File: src/rtl/alu_pkg.sv
// Shared ALU definitions: operation codes, RV32I opcode and funct constants,
// and the funct3 -> ALU operation mapping used by the OP and OP-IMM groups.
package alu_pkg;

    typedef enum logic [4:0] {
        ALU_ADD = 5'd0,
        ALU_SUB = 5'd1,
        ALU_AND = 5'd2,
        ALU_OR  = 5'd3,
        ALU_XOR = 5'd4,
        ALU_SLL = 5'd5,
        ALU_SRL = 5'd6,
        ALU_SRA = 5'd7,
        ALU_SLT = 5'd8
    } alu_op_e;

    localparam logic [6:0] OPC_OP     = 7'b0110011;
    localparam logic [6:0] OPC_OP_IMM = 7'b0010011;
    localparam logic [6:0] OPC_LUI    = 7'b0110111;
    localparam logic [6:0] OPC_AUIPC  = 7'b0010111;
    localparam logic [6:0] OPC_BRANCH = 7'b1100011;

    localparam logic [2:0] F3_ADD_SUB = 3'b000;
    localparam logic [2:0] F3_SLL     = 3'b001;
    localparam logic [2:0] F3_SLT     = 3'b010;
    localparam logic [2:0] F3_SLTU    = 3'b011;
    localparam logic [2:0] F3_XOR     = 3'b100;
    localparam logic [2:0] F3_SRL_SRA = 3'b101;
    localparam logic [2:0] F3_OR      = 3'b110;
    localparam logic [2:0] F3_AND     = 3'b111;

    localparam logic [2:0] F3_BEQ  = 3'b000;
    localparam logic [2:0] F3_BNE  = 3'b001;
    localparam logic [2:0] F3_BLT  = 3'b100;
    localparam logic [2:0] F3_BGE  = 3'b101;
    localparam logic [2:0] F3_BLTU = 3'b110;
    localparam logic [2:0] F3_BGEU = 3'b111;

    localparam logic [6:0] F7_BASE = 7'b0000000;
    localparam logic [6:0] F7_ALT  = 7'b0100000;

    // i_alt selects SUB/SRA; callers must only pass it where funct7 is meaningful
    function automatic alu_op_e arith_op(input logic [2:0] i_f3, input logic i_alt);
        case (i_f3)
            F3_ADD_SUB: return i_alt ? ALU_SUB : ALU_ADD;
            F3_SLL:     return ALU_SLL;
            F3_SLT:     return ALU_SLT;
            F3_XOR:     return ALU_XOR;
            F3_SRL_SRA: return i_alt ? ALU_SRA : ALU_SRL;
            F3_OR:      return ALU_OR;
            F3_AND:     return ALU_AND;
            default:    return ALU_ADD;
        endcase
    endfunction

endpackage

File: src/rtl/alu_decode.sv
// Combinational RV32I decoder producing ALU operands, operation and
// write-back control for the subset the ALU supports.
module alu_decode
    import alu_pkg::*;
#(
    parameter int unsigned N = 32
) (
    input  logic [31:0]  instr,
    input  logic [N-1:0] pc,
    input  logic [N-1:0] rs1,
    input  logic [N-1:0] rs2,
    output logic [4:0]   op,
    output logic [N-1:0] a,
    output logic [N-1:0] b,
    output logic [4:0]   rd,
    output logic         reg_write,
    output logic         is_branch,
    output logic         illegal
);

    logic [6:0]   w_opcode;
    logic [2:0]   w_f3;
    logic [6:0]   w_f7;
    logic [N-1:0] w_imm_i;
    logic [N-1:0] w_imm_u;
    logic [N-1:0] w_shamt;
    logic [31:0]  w_u_raw;

    assign w_opcode = instr[6:0];
    assign w_f3     = instr[14:12];
    assign w_f7     = instr[31:25];
    assign w_u_raw  = {instr[31:12], 12'h000};
    assign w_imm_i  = N'($signed(instr[31:20]));
    assign w_imm_u  = N'($signed(w_u_raw));
    assign w_shamt  = N'(instr[24:20]);

    alu_op_e      w_op;
    logic [N-1:0] w_a;
    logic [N-1:0] w_b;
    logic         w_wr;
    logic         w_br;
    logic         w_ill;

    always_comb begin
        w_op  = ALU_ADD;
        w_a   = '0;
        w_b   = '0;
        w_wr  = 1'b0;
        w_br  = 1'b0;
        w_ill = 1'b0;
        case (w_opcode)
            OPC_OP: begin
                w_a   = rs1;
                w_b   = rs2;
                w_wr  = 1'b1;
                w_op  = arith_op(w_f3, instr[30]);
                w_ill = (w_f3 == F3_SLTU) ||
                        !((w_f7 == F7_BASE) ||
                          ((w_f7 == F7_ALT) && ((w_f3 == F3_ADD_SUB) || (w_f3 == F3_SRL_SRA))));
            end
            OPC_OP_IMM: begin
                w_a  = rs1;
                w_wr = 1'b1;
                // instr[30] is an immediate bit except for the right-shift pair
                w_op = arith_op(w_f3, (w_f3 == F3_SRL_SRA) && instr[30]);
                if ((w_f3 == F3_SLL) || (w_f3 == F3_SRL_SRA)) begin
                    w_b = w_shamt;
                end else begin
                    w_b = w_imm_i;
                end
                w_ill = (w_f3 == F3_SLTU) ||
                        ((w_f3 == F3_SLL) && (w_f7 != F7_BASE)) ||
                        ((w_f3 == F3_SRL_SRA) && (w_f7 != F7_BASE) && (w_f7 != F7_ALT));
            end
            OPC_LUI: begin
                w_b  = w_imm_u;
                w_wr = 1'b1;
            end
            OPC_AUIPC: begin
                w_a  = pc;
                w_b  = w_imm_u;
                w_wr = 1'b1;
            end
            OPC_BRANCH: begin
                w_a  = rs1;
                w_b  = rs2;
                w_br = 1'b1;
                case (w_f3)
                    F3_BEQ, F3_BNE: w_op  = ALU_SUB;
                    F3_BLT, F3_BGE: w_op  = ALU_SLT;
                    default:        w_ill = 1'b1;
                endcase
            end
            default: w_ill = 1'b1;
        endcase
    end

    logic w_rd_zero;
    assign w_rd_zero = (instr[11:7] == 5'd0);

    always_comb begin
        op        = w_op;
        a         = w_a;
        b         = w_b;
        rd        = 5'd0;
        reg_write = 1'b0;
        is_branch = w_br;
        illegal   = w_ill;
        if (w_ill) begin
            op        = ALU_ADD;
            a         = '0;
            b         = '0;
            is_branch = 1'b0;
        end else if (w_wr) begin
            rd        = instr[11:7];
            reg_write = !w_rd_zero;
        end
    end

endmodule

File: src/rtl/alu_issue_stage.sv
// ID/EX pipeline register: decodes one RV32I instruction per handshake and
// holds ALU operands/op stable for the execute stage under backpressure.
module alu_issue_stage
    import alu_pkg::*;
#(
    parameter int unsigned N = 32
) (
    input  logic         clk,
    input  logic         rst_n,
    input  logic         in_valid,
    output logic         in_ready,
    input  logic [31:0]  instr,
    input  logic [N-1:0] pc,
    input  logic [N-1:0] rs1_data,
    input  logic [N-1:0] rs2_data,
    input  logic         flush,
    output logic         out_valid,
    input  logic         out_ready,
    output logic [N-1:0] alu_a,
    output logic [N-1:0] alu_b,
    output logic [4:0]   alu_op,
    output logic [4:0]   rd,
    output logic         reg_write,
    output logic         is_branch,
    output logic         illegal
);

    logic [4:0]   w_op;
    logic [N-1:0] w_a;
    logic [N-1:0] w_b;
    logic [4:0]   w_rd;
    logic         w_reg_write;
    logic         w_is_branch;
    logic         w_illegal;

    alu_decode #(.N(N)) u_decode (
        .instr     (instr),
        .pc        (pc),
        .rs1       (rs1_data),
        .rs2       (rs2_data),
        .op        (w_op),
        .a         (w_a),
        .b         (w_b),
        .rd        (w_rd),
        .reg_write (w_reg_write),
        .is_branch (w_is_branch),
        .illegal   (w_illegal)
    );

    logic         r_valid;
    logic [N-1:0] r_a;
    logic [N-1:0] r_b;
    logic [4:0]   r_op;
    logic [4:0]   r_rd;
    logic         r_reg_write;
    logic         r_is_branch;
    logic         r_illegal;
    logic         w_accept;

    assign in_ready = !r_valid || out_ready;
    assign w_accept = in_valid && in_ready;

    // Payload only loads on accept, so a stalled entry stays bit-stable
    always_ff @(posedge clk or negedge rst_n) begin
        if (!rst_n) begin
            r_valid     <= 1'b0;
            r_a         <= '0;
            r_b         <= '0;
            r_op        <= ALU_ADD;
            r_rd        <= '0;
            r_reg_write <= 1'b0;
            r_is_branch <= 1'b0;
            r_illegal   <= 1'b0;
        end else if (flush) begin
            r_valid <= 1'b0;
        end else if (in_ready) begin
            r_valid <= in_valid;
            if (w_accept) begin
                r_a         <= w_a;
                r_b         <= w_b;
                r_op        <= w_op;
                r_rd        <= w_rd;
                r_reg_write <= w_reg_write;
                r_is_branch <= w_is_branch;
                r_illegal   <= w_illegal;
            end
        end
    end

    assign out_valid = r_valid;
    assign alu_a     = r_a;
    assign alu_b     = r_b;
    assign alu_op    = r_op;
    assign rd        = r_rd;
    assign reg_write = r_reg_write;
    assign is_branch = r_is_branch;
    assign illegal   = r_illegal;

endmodule

File: config.mk
export PLATFORM = sky130hd
export DESIGN_NAME = alu_issue_stage
export DESIGN_NICKNAME = d
export VERILOG_FILES = /design/src/rtl/alu_pkg.sv /design/src/rtl/alu_decode.sv /design/src/rtl/alu_issue_stage.sv
export SDC_FILE = /design/constraint.sdc
export NUM_CORES = 1
export LEC_CHECK = 0
export BUFFER_PORTS_ARGS = -buffer_cell sky130_fd_sc_hd__buf_2
export CORE_MARGIN = 4
export CORE_UTILIZATION = 35
export CTS_BUF_LIST = sky130_fd_sc_hd__clkbuf_2
export DETAILED_ROUTE_END_ITERATION = 10
export PLACE_DENSITY = 0.68
export SYNTH_ARGS = -nofsm -noshare
export SYNTH_HDL_FRONTEND = slang
export SYNTH_SLANG_ARGS = --single-unit
File: constraint.sdc
create_clock -name clk -period 1.97 [get_ports clk]
set_input_delay 0.197 -clock clk [delete_from_list [all_inputs] [get_ports clk]]
set_output_delay 0.197 -clock clk [all_outputs]
set_load 0.02 [all_outputs]
# Yosys cells after proc, flatten, opt, wreduce, memory -nomap -nowiden
# Index checks and enable logic that the tools add are counted.
op_classes:
  n_eq_ne: 14
  n_mux: 25
  bitwise_logic: 1
  reduce_logical: 29
ops:
  columns: ["cell", "n"]
  rows:
  - ["2-to-1 mux 32 bit", 3]
  - ["one-hot mux 32 bit (3 select lines)", 1]
  - ["one-hot mux 5 bit (7 select lines)", 2]
  - ["one-hot mux 32 bit (2 select lines)", 1]
  - ["== test 7 x 6 -> 1 bit, second input constant", 3]
  - ["2-to-1 mux 5 bit", 3]
  - ["one-hot mux 5 bit (3 select lines)", 1]
  - ["== test 7 x 5 -> 1 bit, second input constant", 2]
  - ["== test 3 bit, second input constant", 4]
  - ["2-to-1 mux 1 bit", 12]
  - ["one-hot mux 4 bit (2 select lines)", 1]
  - ["OR reduction 2 bit", 4]
  - ["OR reduction 4 bit", 2]
  - ["== test 7 bit, second input constant", 1]
  - ["logical NOT 7 bit", 1]
  - ["logical OR 1 bit", 7]
  - ["inequality test 7 x 6 -> 1 bit, second input constant", 1]
  - ["nonzero test 7 bit", 1]
  - ["== test 3 x 2 -> 1 bit, second input constant", 2]
  - ["logical AND 1 bit", 6]
  - ["logical NOT 5 bit", 1]
  - ["one-hot mux 1 bit (4 select lines)", 1]
  - ["== test 3 x 1 -> 1 bit, second input constant", 1]
  - ["logical NOT 1 bit", 3]
  - ["5 further kinds", 5]
totals:
  register_bits: 78
  in_bits: 133

# Depth between registers and ports, before layout
# Gate-level depths: netlist of the first run.
logic_depth:
  ltp_word: 8
  mapped_depth: 7
  ltp_nobuf: 6

# Cells and area by module
# A second synthesis of the first run with hierarchy kept.
unflattened:
  hier_cells: 383
  area_unflattened_um2: 4295.4
by_module_without_submodules:
  columns: ["module", "n_inst", "cells_each", "area_per_inst_um2", "seq_area_each_um2"]
  rows:
  - ["alu_issue_stage", 1, 168, 2917.8, 1951.9]
  - ["alu_decode", 1, 215, 1377.6, 0.0]

# Worst setup path before layout of the first run
# OpenSTA, ideal clock, no wires.
synth_path:
  kind: "reg2reg"
  start: "reg r_valid, in the netlist out_valid"
  end: "reg r_a[11], in the netlist alu_a[11]"
  arrival_ns: 2.044
  required_ns: 1.897
  slack_ns: -0.147
  stages_incl_launch_ff: 8
  n_path_buf: 1
  synth_period_minus_slack_ns: 2.117
  path_cell_list: "dfrtp_1 > nor2b_1 > inv_1 > nand3b_1 > nor3b_1 > clkbuf_1 > nand2_1 > a21oi_2"
synth_via:
  elab_chain_len: 4
synth_rtl:
  columns: ["item", "line", "rtl"]
  rows:
  - ["from (decl)", "alu_issue_stage.sv:50", "logic r_valid;"]
  - ["from (signal assigned)", "alu_issue_stage.sv:77", "r_valid <= in_valid;"]
  - ["logical NOT 1 bit (*)", "alu_issue_stage.sv:60", "assign in_ready = !r_valid || out_ready;"]
  - ["logical OR 1 bit (*)", "alu_issue_stage.sv:60", null]
  - ["via in_ready", "alu_issue_stage.sv:11", "output logic in_ready,"]
  - ["logical AND 1 bit", "alu_issue_stage.sv:61", "assign w_accept = in_valid && in_ready;"]
  - ["AND reduction 3 bit (no source line) (*)", null, null]
  - ["to (signal assigned)", "alu_issue_stage.sv:79", "r_a <= w_a;"]
  - ["to (decl)", "alu_issue_stage.sv:51", "logic [N-1:0] r_a;"]
# The timed path passes the listed nets; every way through them passes the cells marked *.
# A chain may end at the register's enable or synchronous reset.

# Final worst setup path of the first run
layout_path:
  start: "in instr[12]"
  end: "reg r_b[9], in the netlist alu_b[9]"
layout_via:
  elab_chain_len: 8
  elab_cells_between_ends: 22
  classes_between: "eq/ne (4); mux (5); reduce/logical (13)"
layout_rtl:
  columns: ["item", "line", "rtl"]
  rows:
  - ["from (decl)", "alu_issue_stage.sv:12", "input logic [31:0] instr,"]
  - ["== test 3 bit or logical NOT 3 bit (tied branches)", null, null]
  - ["logical OR 1 bit", "alu_decode.sv:59", "((w_f7 == F7_ALT) && ((w_f3 == F3_ADD_SUB) || (w_f3 == F3_SRL_SRA))));"]
  - ["logical AND 1 bit", "alu_decode.sv:59", null]
  - ["logical OR 1 bit", "alu_decode.sv:58", "!((w_f7 == F7_BASE) ||"]
  - ["logical NOT 1 bit", "alu_decode.sv:58", null]
  - ["logical OR 1 bit", "alu_decode.sv:57", "w_ill = (w_f3 == F3_SLTU) ||"]
  - ["one-hot mux 1 bit (4 select lines)", "alu_decode.sv:51", "case (w_opcode)"]
  - ["2-to-1 mux 32 bit (*)", "alu_decode.sv:109", "if (w_ill) begin"]
  - ["to (signal assigned)", "alu_issue_stage.sv:80", "r_b <= w_b;"]
  - ["to (decl)", "alu_issue_stage.sv:52", "logic [N-1:0] r_b;"]
# Mark *: on every way between the ends. The rest lies on a longest branch, timed or not.

==> metrics, run 1 <==
outcome finished clean; worst setup path class input port to flop; core area 11000 um^2; Met3 Wirelength 1050 um; crit path max fanout 8; worst slew pin tran 0.594 ns; Pwr Density 486 nW/um^2; initial antenna violation count 2; # clock sinks 77; Post-CTS Resized 0; Die Wd 115 um; layout cells sized above 1 0.424; post-synthesis cell area roughly 4000 um^2; worst path required time 2.43 ns; via/cell ratio 5.25; Root Buffer clkbuf_2; setup TNS 0 ns; clk_lat worst skew 0.53 ns; Worst EP arrival 2.33 ns; die height 115 um; Cells after Synth 396; uppermost routed layer met4; DPL Wire Length 9740 um; Peak Freq 0.533 GHz; CTS Buf Count 9; Overflow after GRT 0; pin count of the biggest net entering global routing 48; Synth top area share 0.482; I/O pin total 212; RSZ-0062 raised after global routing no; Mapped Avg Cell Area 10.1 um^2; area leader, netlist dfrtp_1; largest cells by area after synthesis dfrtp_1 (48%), a22oi_1 (8.1%), nand2_1 (7.6%); antenna violation net count after detailed routing 0; Detailed Route WL 15100 um; Buffers on Ports 210; num rows 38; Nets 855; DR vias about 4600; Die ar. 13200 um^2; Crit. End Element flop; Final Hold Fails 0; endpoints failing setup 0; CP Launch Type input port; CTS tree yes; Syn Nets approximately 530; Post-synth EDFFs 0; Worst IR Drop VDD 0.276 mV; PnR Total Power approximately 3.2 mW; First-pass DRT Iterations 5; max_cap viols 0; Post-synth ARST share 1.00; DRC errors left 0; fin crit share 0.952; H-tree depth 3; FF+latch count, synth between 70 and 80; Synth Flop Type dfrtp_1; detailed-route wire length per cell 17.4 um; Hold WC Path Type input port to flop; Initial DRC Count 252; met1 wire length between 5000 and 6000 um; Reg clk slew, reported paths approximately 0.2 ns; global-route wire length before repair ~24000 um; met2 wire length 7270 um; Starting Density 0.363; Synth cell types between 40 and 50; post-synthesis sequential area ratio 0.482; synth warn 0; fin crit period 1.87 ns; Rel. slew slack 0.604; skew final 0.0258 ns; CTS max path bufs 2; vias in the first global route around 4800; Fillers 910; GP Congestion around 0.84; Leakage 3.17 nW; total global-route track usage 0.228; Area growth, synth to finish 65.2%; Slew Viols, Final 0
## cells in the final DEF, fill, tap and decap left out, types with 2 or more instances in the layout
| cell type | instances |
|---|---|
| mux2i_1 | 5 |
| a22oi_2 | 19 |
| a32oi_1 | 17 |
| nor2_1 | 13 |
| a21oi_2 | 23 |
| buf_2 | 209 |
| nor4b_1 | 2 |
| clkinvlp_4 | 2 |
| o21ai_1 | 15 |
| nand2b_1 | 2 |
| o211ai_1 | 2 |
| nor3_2 | 2 |
| o211a_1 | 2 |
| buf_12 | 6 |
| nor3_1 | 2 |
| inv_1 | 2 |
| nand2_1 | 81 |
| or4_1 | 2 |
| buf_4 | 23 |
| dlygate4sd3_1 | 110 |
| clkbuf_2 | 9 |
| dfrtp_1 | 77 |
| nor2b_1 | 5 |
| and2_1 | 2 |
| o21ai_0 | 7 |
| a22oi_1 | 43 |
| a21oi_1 | 16 |
| diode_2 | 5 |
| o21a_1 | 2 |
| a31oi_1 | 2 |
| clkinv_2 | 3 |
| nand3b_1 | 2 |
| bufinv_16 | 2 |
## sequential cells by signal, indices dropped and copies added, names as in the netlist
register,count
alu_b,32
is_branch,1
illegal,1
out_valid,1
reg_write,1
alu_a,32
rd,5
alu_op,4
## critical path: stages
cell and delay, ns:
dlygate4sd3_1 0.55, buf_2 0.18, nor2b_1 0.16, buf_4 0.15, nor3_1 0.17, buf_4 0.17, a22oi_1 0.07, dlygate4sd3_1 0.57
o21ai_1 0.11
## report_power, final
group          internal (mW)  leakage, nW  switching [mW]
logic                  0.331         2.02           0.302
registers               1.60         1.07         0.00794
clock network          0.412       0.0777           0.561
## synthesized netlist by cell type (2+ instances only)
library cell / n
a21oi_1: 16
a21oi_2: 23
a22oi_1: 43
a22oi_2: 19
a31oi_1: 3
a32oi_1: 17
and2_1: 2
buf_1: 2
buf_2: 3
buf_6: 5
clkbuf_1: 22
dfrtp_1: 77
inv_1: 2
mux2i_1: 5
nand2_1: 81
nand2b_1: 2
nand3b_1: 2
nor2_1: 13
nor2b_1: 5
nor3_1: 3
nor4b_1: 2
o211a_1: 2
o211ai_1: 2
o21a_1: 2
o21ai_0: 7
o21ai_1: 15
or4_1: 2
## final timing paths
check	startpoint	end	slack (ns)	cells past startpoint
worst max register to register	out_valid$_DFFE_PN0P_	alu_a[30]$_DFFE_PN0P_	0.17	7
worst max-delay path	instr[12]	alu_b[9]$_DFFE_PN0P_	0.1	9
min in group asynchronous	rst_n	alu_b[18]$_DFFE_PN0P_	0.14	2
worst min register to register	rd[3]$_DFFE_PN0P_	rd[3]$_DFFE_PN0P_	0.50	2
worst min-delay path	rs2_data[22]	alu_b[22]$_DFFE_PN0P_	0.05	3
max in group asynchronous	rst_n	alu_a[31]$_DFFE_PN0P_	1.20	3
## final cells by class
cell class	instances	area, um^2	share of cell area
antenna	5	12.5	0.00189
sequential	77	1930	0.292
tap	140	175	0.0265
inverter	3	11.3	0.00170
clock inverter	7	90.1	0.0136
clock buffer	9	45.0	0.00681
multi-input combinational	283	1910	0.289
timing repair buffer	348	2440	0.369
## logic make-up after synthesis
| logic type | after synthesis | share of synthesized area |
|---|---|---|
| and+or+nand+nor | 121 | 0.144 |
| AOI/OAI and AO/OA | 156 | 0.316 |
| muxes | 5 | 0.0125 |
| buffers and inverters | 36 | 0.0450 |
| other | 1 | 0.000937 |
| DFF | 77 | 0.482 |
## metal layers
layer | GRT usage | up-vias
li1 | - | 2125
met1 | 0.271 | 2127
met2 | 0.370 | 255
met3 | 0.0463 | 72
met4 | 0.157 | 0
met5 | 0 | -
## through the flow
step                setup WS, ns  hold slack, ns  area, um^2  utilization  instances
floorplan                 0.0331         -0.0986        4010            -        396
global placement          -0.118           0.181        5360        0.486        741
detailed placement        -0.132           0.188        5360        0.486        741
CTS                        0.158         0.00167        6600        0.598        867
global route             0.00524          0.0123        6600        0.599        869
finish                    0.0951          0.0540        6610        0.599        872
## what timing repair did
action,CTS,global route
hold buffers,110,0
endpoints found under the hold margin,146,0
setup buffers,0,0
Note: power is estimated with default switching activity, not from simulation.
==> run 2, diff against run 1 <==
- SETUP_SLACK_MARGIN: default -> 0.4
==> run 2 against run 1 <==
  * Final cell count is 0.23% higher
  * First-iteration DRC count is 51% higher
  * Via count is 1.8% higher
  * Largest cell class unchanged
==> metrics, run 2 (synthesis results as in run 1) <==
max_cap viols 0 (unchanged); Area growth, synth to finish 68.5% (was 65.2%); most common cell after layout, fill and taps aside buf_2 (unchanged); fin crit period 1.66 ns (was 1.87 ns); die height 115 um (unchanged); fin crit share 0.841 (was 0.952); Die ar. 13200 um^2 (unchanged); WHS Endpoint alu_b[19]$_DFFE_PN0P_ (was alu_b[22]$_DFFE_PN0P_); global-route wire length before repair 24500 um (was 23800 um); initial antenna violation count 2 (unchanged); Nets 858 (was 855); Peak Freq 0.604 GHz (was 0.533 GHz); hold depth 3 (unchanged); clk_lat worst skew 0.52 ns (was 0.53 ns); Slew Viols, Final 0 (unchanged); GP Congestion 0.898 (was 0.837); total global-route track usage 0.236 (was 0.228); CTS tree yes (unchanged); Rel. slew slack 0.627 (was 0.604); r2r worst-path depth 8 (was 7); Overflow after GRT 0 (unchanged); met1 wire length 6490 um (was 5940 um); Root Buffer clkbuf_2 (unchanged); layout cells sized above 1 0.448 (was 0.424); r2r setup slk 0.31 ns (was 0.17 ns); DR vias 4661 (was 4579); I/O pin total 212 (unchanged); CP Launch Type flop (was input port); RSZ-0062 raised after global routing yes (was no); crit path max fanout 15 (was 8); reg-to-reg startpoint out_valid$_DFFE_PN0P_ (unchanged); core area 11000 um^2 (unchanged); Starting Density 0.363 (unchanged); First-pass DRT Iterations 5 (unchanged); via/cell ratio 5.33 (was 5.25); Reg clk slew, reported paths 0.19 ns (was 0.20 ns); Pwr Density 463 nW/um^2 (was 486 nW/um^2); hold_sp instr[19] (was rs2_data[22]); worst r2r dst alu_a[1]$_DFFE_PN0P_ (was alu_a[30]$_DFFE_PN0P_); met2 wire length 7750 um (was 7270 um); DRC errors left 0 (unchanged); skew final 0.0230 ns (was 0.0258 ns); Initial DRC Count 381 (was 252); setup TNS 0 ns (unchanged); CTS max path bufs 2 (unchanged); Die Wd 115 um (unchanged); most frequent cells in the layout buf_2 (209), dlygate4sd3_1 (107), nand2_1 (81), dfrtp_1 (76), a22oi_1 (43) (was buf_2 (209), dlygate4sd3_1 (110), nand2_1 (81), dfrtp_1 (77), a22oi_1 (43)); # clock sinks 77 (unchanged); uppermost routed layer met5 (was met4); endpoints failing setup 0 (unchanged); Crit. End Element flop (unchanged); H-tree depth 3 (unchanged); worst slew pin tran 0.560 ns (was 0.594 ns); Finished Core Util 0.611 (was 0.599); antenna violation net count after detailed routing 0 (unchanged); Met3 Wirelength 1000 um (was 1050 um); pin count of the biggest net entering global routing 43 (was 48); Leakage 3.23 nW (was 3.17 nW); vias in the first global route 4849 (was 4809); Buffers on Ports 210 (unchanged); worst path required time 2.41 ns (was 2.43 ns); Final Hold Fails 0 (unchanged); DPL Wire Length 9730 um (was 9740 um); CTS Buf Count 9 (unchanged); detailed-route wire length per cell 18.3 um (was 17.4 um); Worst IR Drop VDD 0.234 mV (was 0.276 mV); outcome finished clean (unchanged); Hold WC Path Type input port to flop (unchanged); Worst EP arrival 2.09 ns (was 2.33 ns); Detailed Route WL 16000 um (was 15100 um); num rows 38 (unchanged); worst setup path class flop to flop (was input port to flop)
[run 2: worst max-delay path: stages (launching register included)]
cell and delay [ns]:
dfrtp_2 0.44, nor2b_4 0.14, inv_2 0.05, nand3b_1 0.14, buf_12 0.19, nor3b_2 0.20
buf_6 0.20, nand2_1 0.10, a21oi_2 0.12
[run 2: layout make-up]
type / instances / area [um^2]
clock buffers: 11 / 55.1
inverters: 3 / 11.3
flip-flops and latches: 77 / 1930
diodes: 4 / 10.0
repair buffers: 351 / 2530
clock inverters: 5 / 51.3
fillers: 909 / 4290
well taps: 140 / 175
multi-input cells: 283 / 1980
[run 2: repair_timing]
item / CTS / global route
hold endpoints to repair: 109 / 3
setup buffers: 3 / 1
hold buffers: 104 / 3
cloned: 2 / 1
resized for setup: 8 / 4
setup endpoints to repair: 58 / 69
pin swaps: 0 / 1
[run 2: metrics by stage]
stage	total power [mW]	area, um^2	hold slack (ns)	worst slack [ns]	std cells
5_1_grt	3.27	6730	0.00228	0.203	871
3_3_place_gp	2.09	5380	0.218	-0.111	740
3_5_place_dp	2.09	5380	0.229	-0.135	740
2_1_floorplan	1.83	4090	-0.0986	0.108	396
6_report	3.12	6740	0.0541	0.313	874
4_1_cts	3.11	6640	0.00383	0.330	865
[run 2: power by group]
part	internal, mW	switching, mW
combinational	0.351	0.319
sequential	1.60	0.00852
clock	0.295	0.551
total	2.24	0.878
[run 2: worst max-delay path by stage]
stage | slack, ns | start | to | cells after the start
5_1_grt | 0.20 | out_valid$_DFFE_PN0P_ | alu_a[1]$_DFFE_PN0P_ | 8
3_5_place_dp | -0.13 | instr[26] | alu_a[30]$_DFFE_PN0P_ | 7
4_1_cts | 0.33 | out_valid$_DFFE_PN0P_ | alu_a[1]$_DFFE_PN0P_ | 8
2_1_floorplan | 0.11 | instr[26] | illegal$_DFFE_PN0P_ | 6
6_report | 0.31 | out_valid$_DFFE_PN0P_ | alu_a[1]$_DFFE_PN0P_ | 8
3_3_place_gp | -0.11 | instr[26] | alu_b[11]$_DFFE_PN0P_ | 7
[run 2: per-layer routing]
layer / vias to the layer above / GRT usage
met5: - / 0
met4: 2 / 0.131
met3: 67 / 0.0379
met2: 254 / 0.394
met1: 2206 / 0.291
li1: 2132 / -
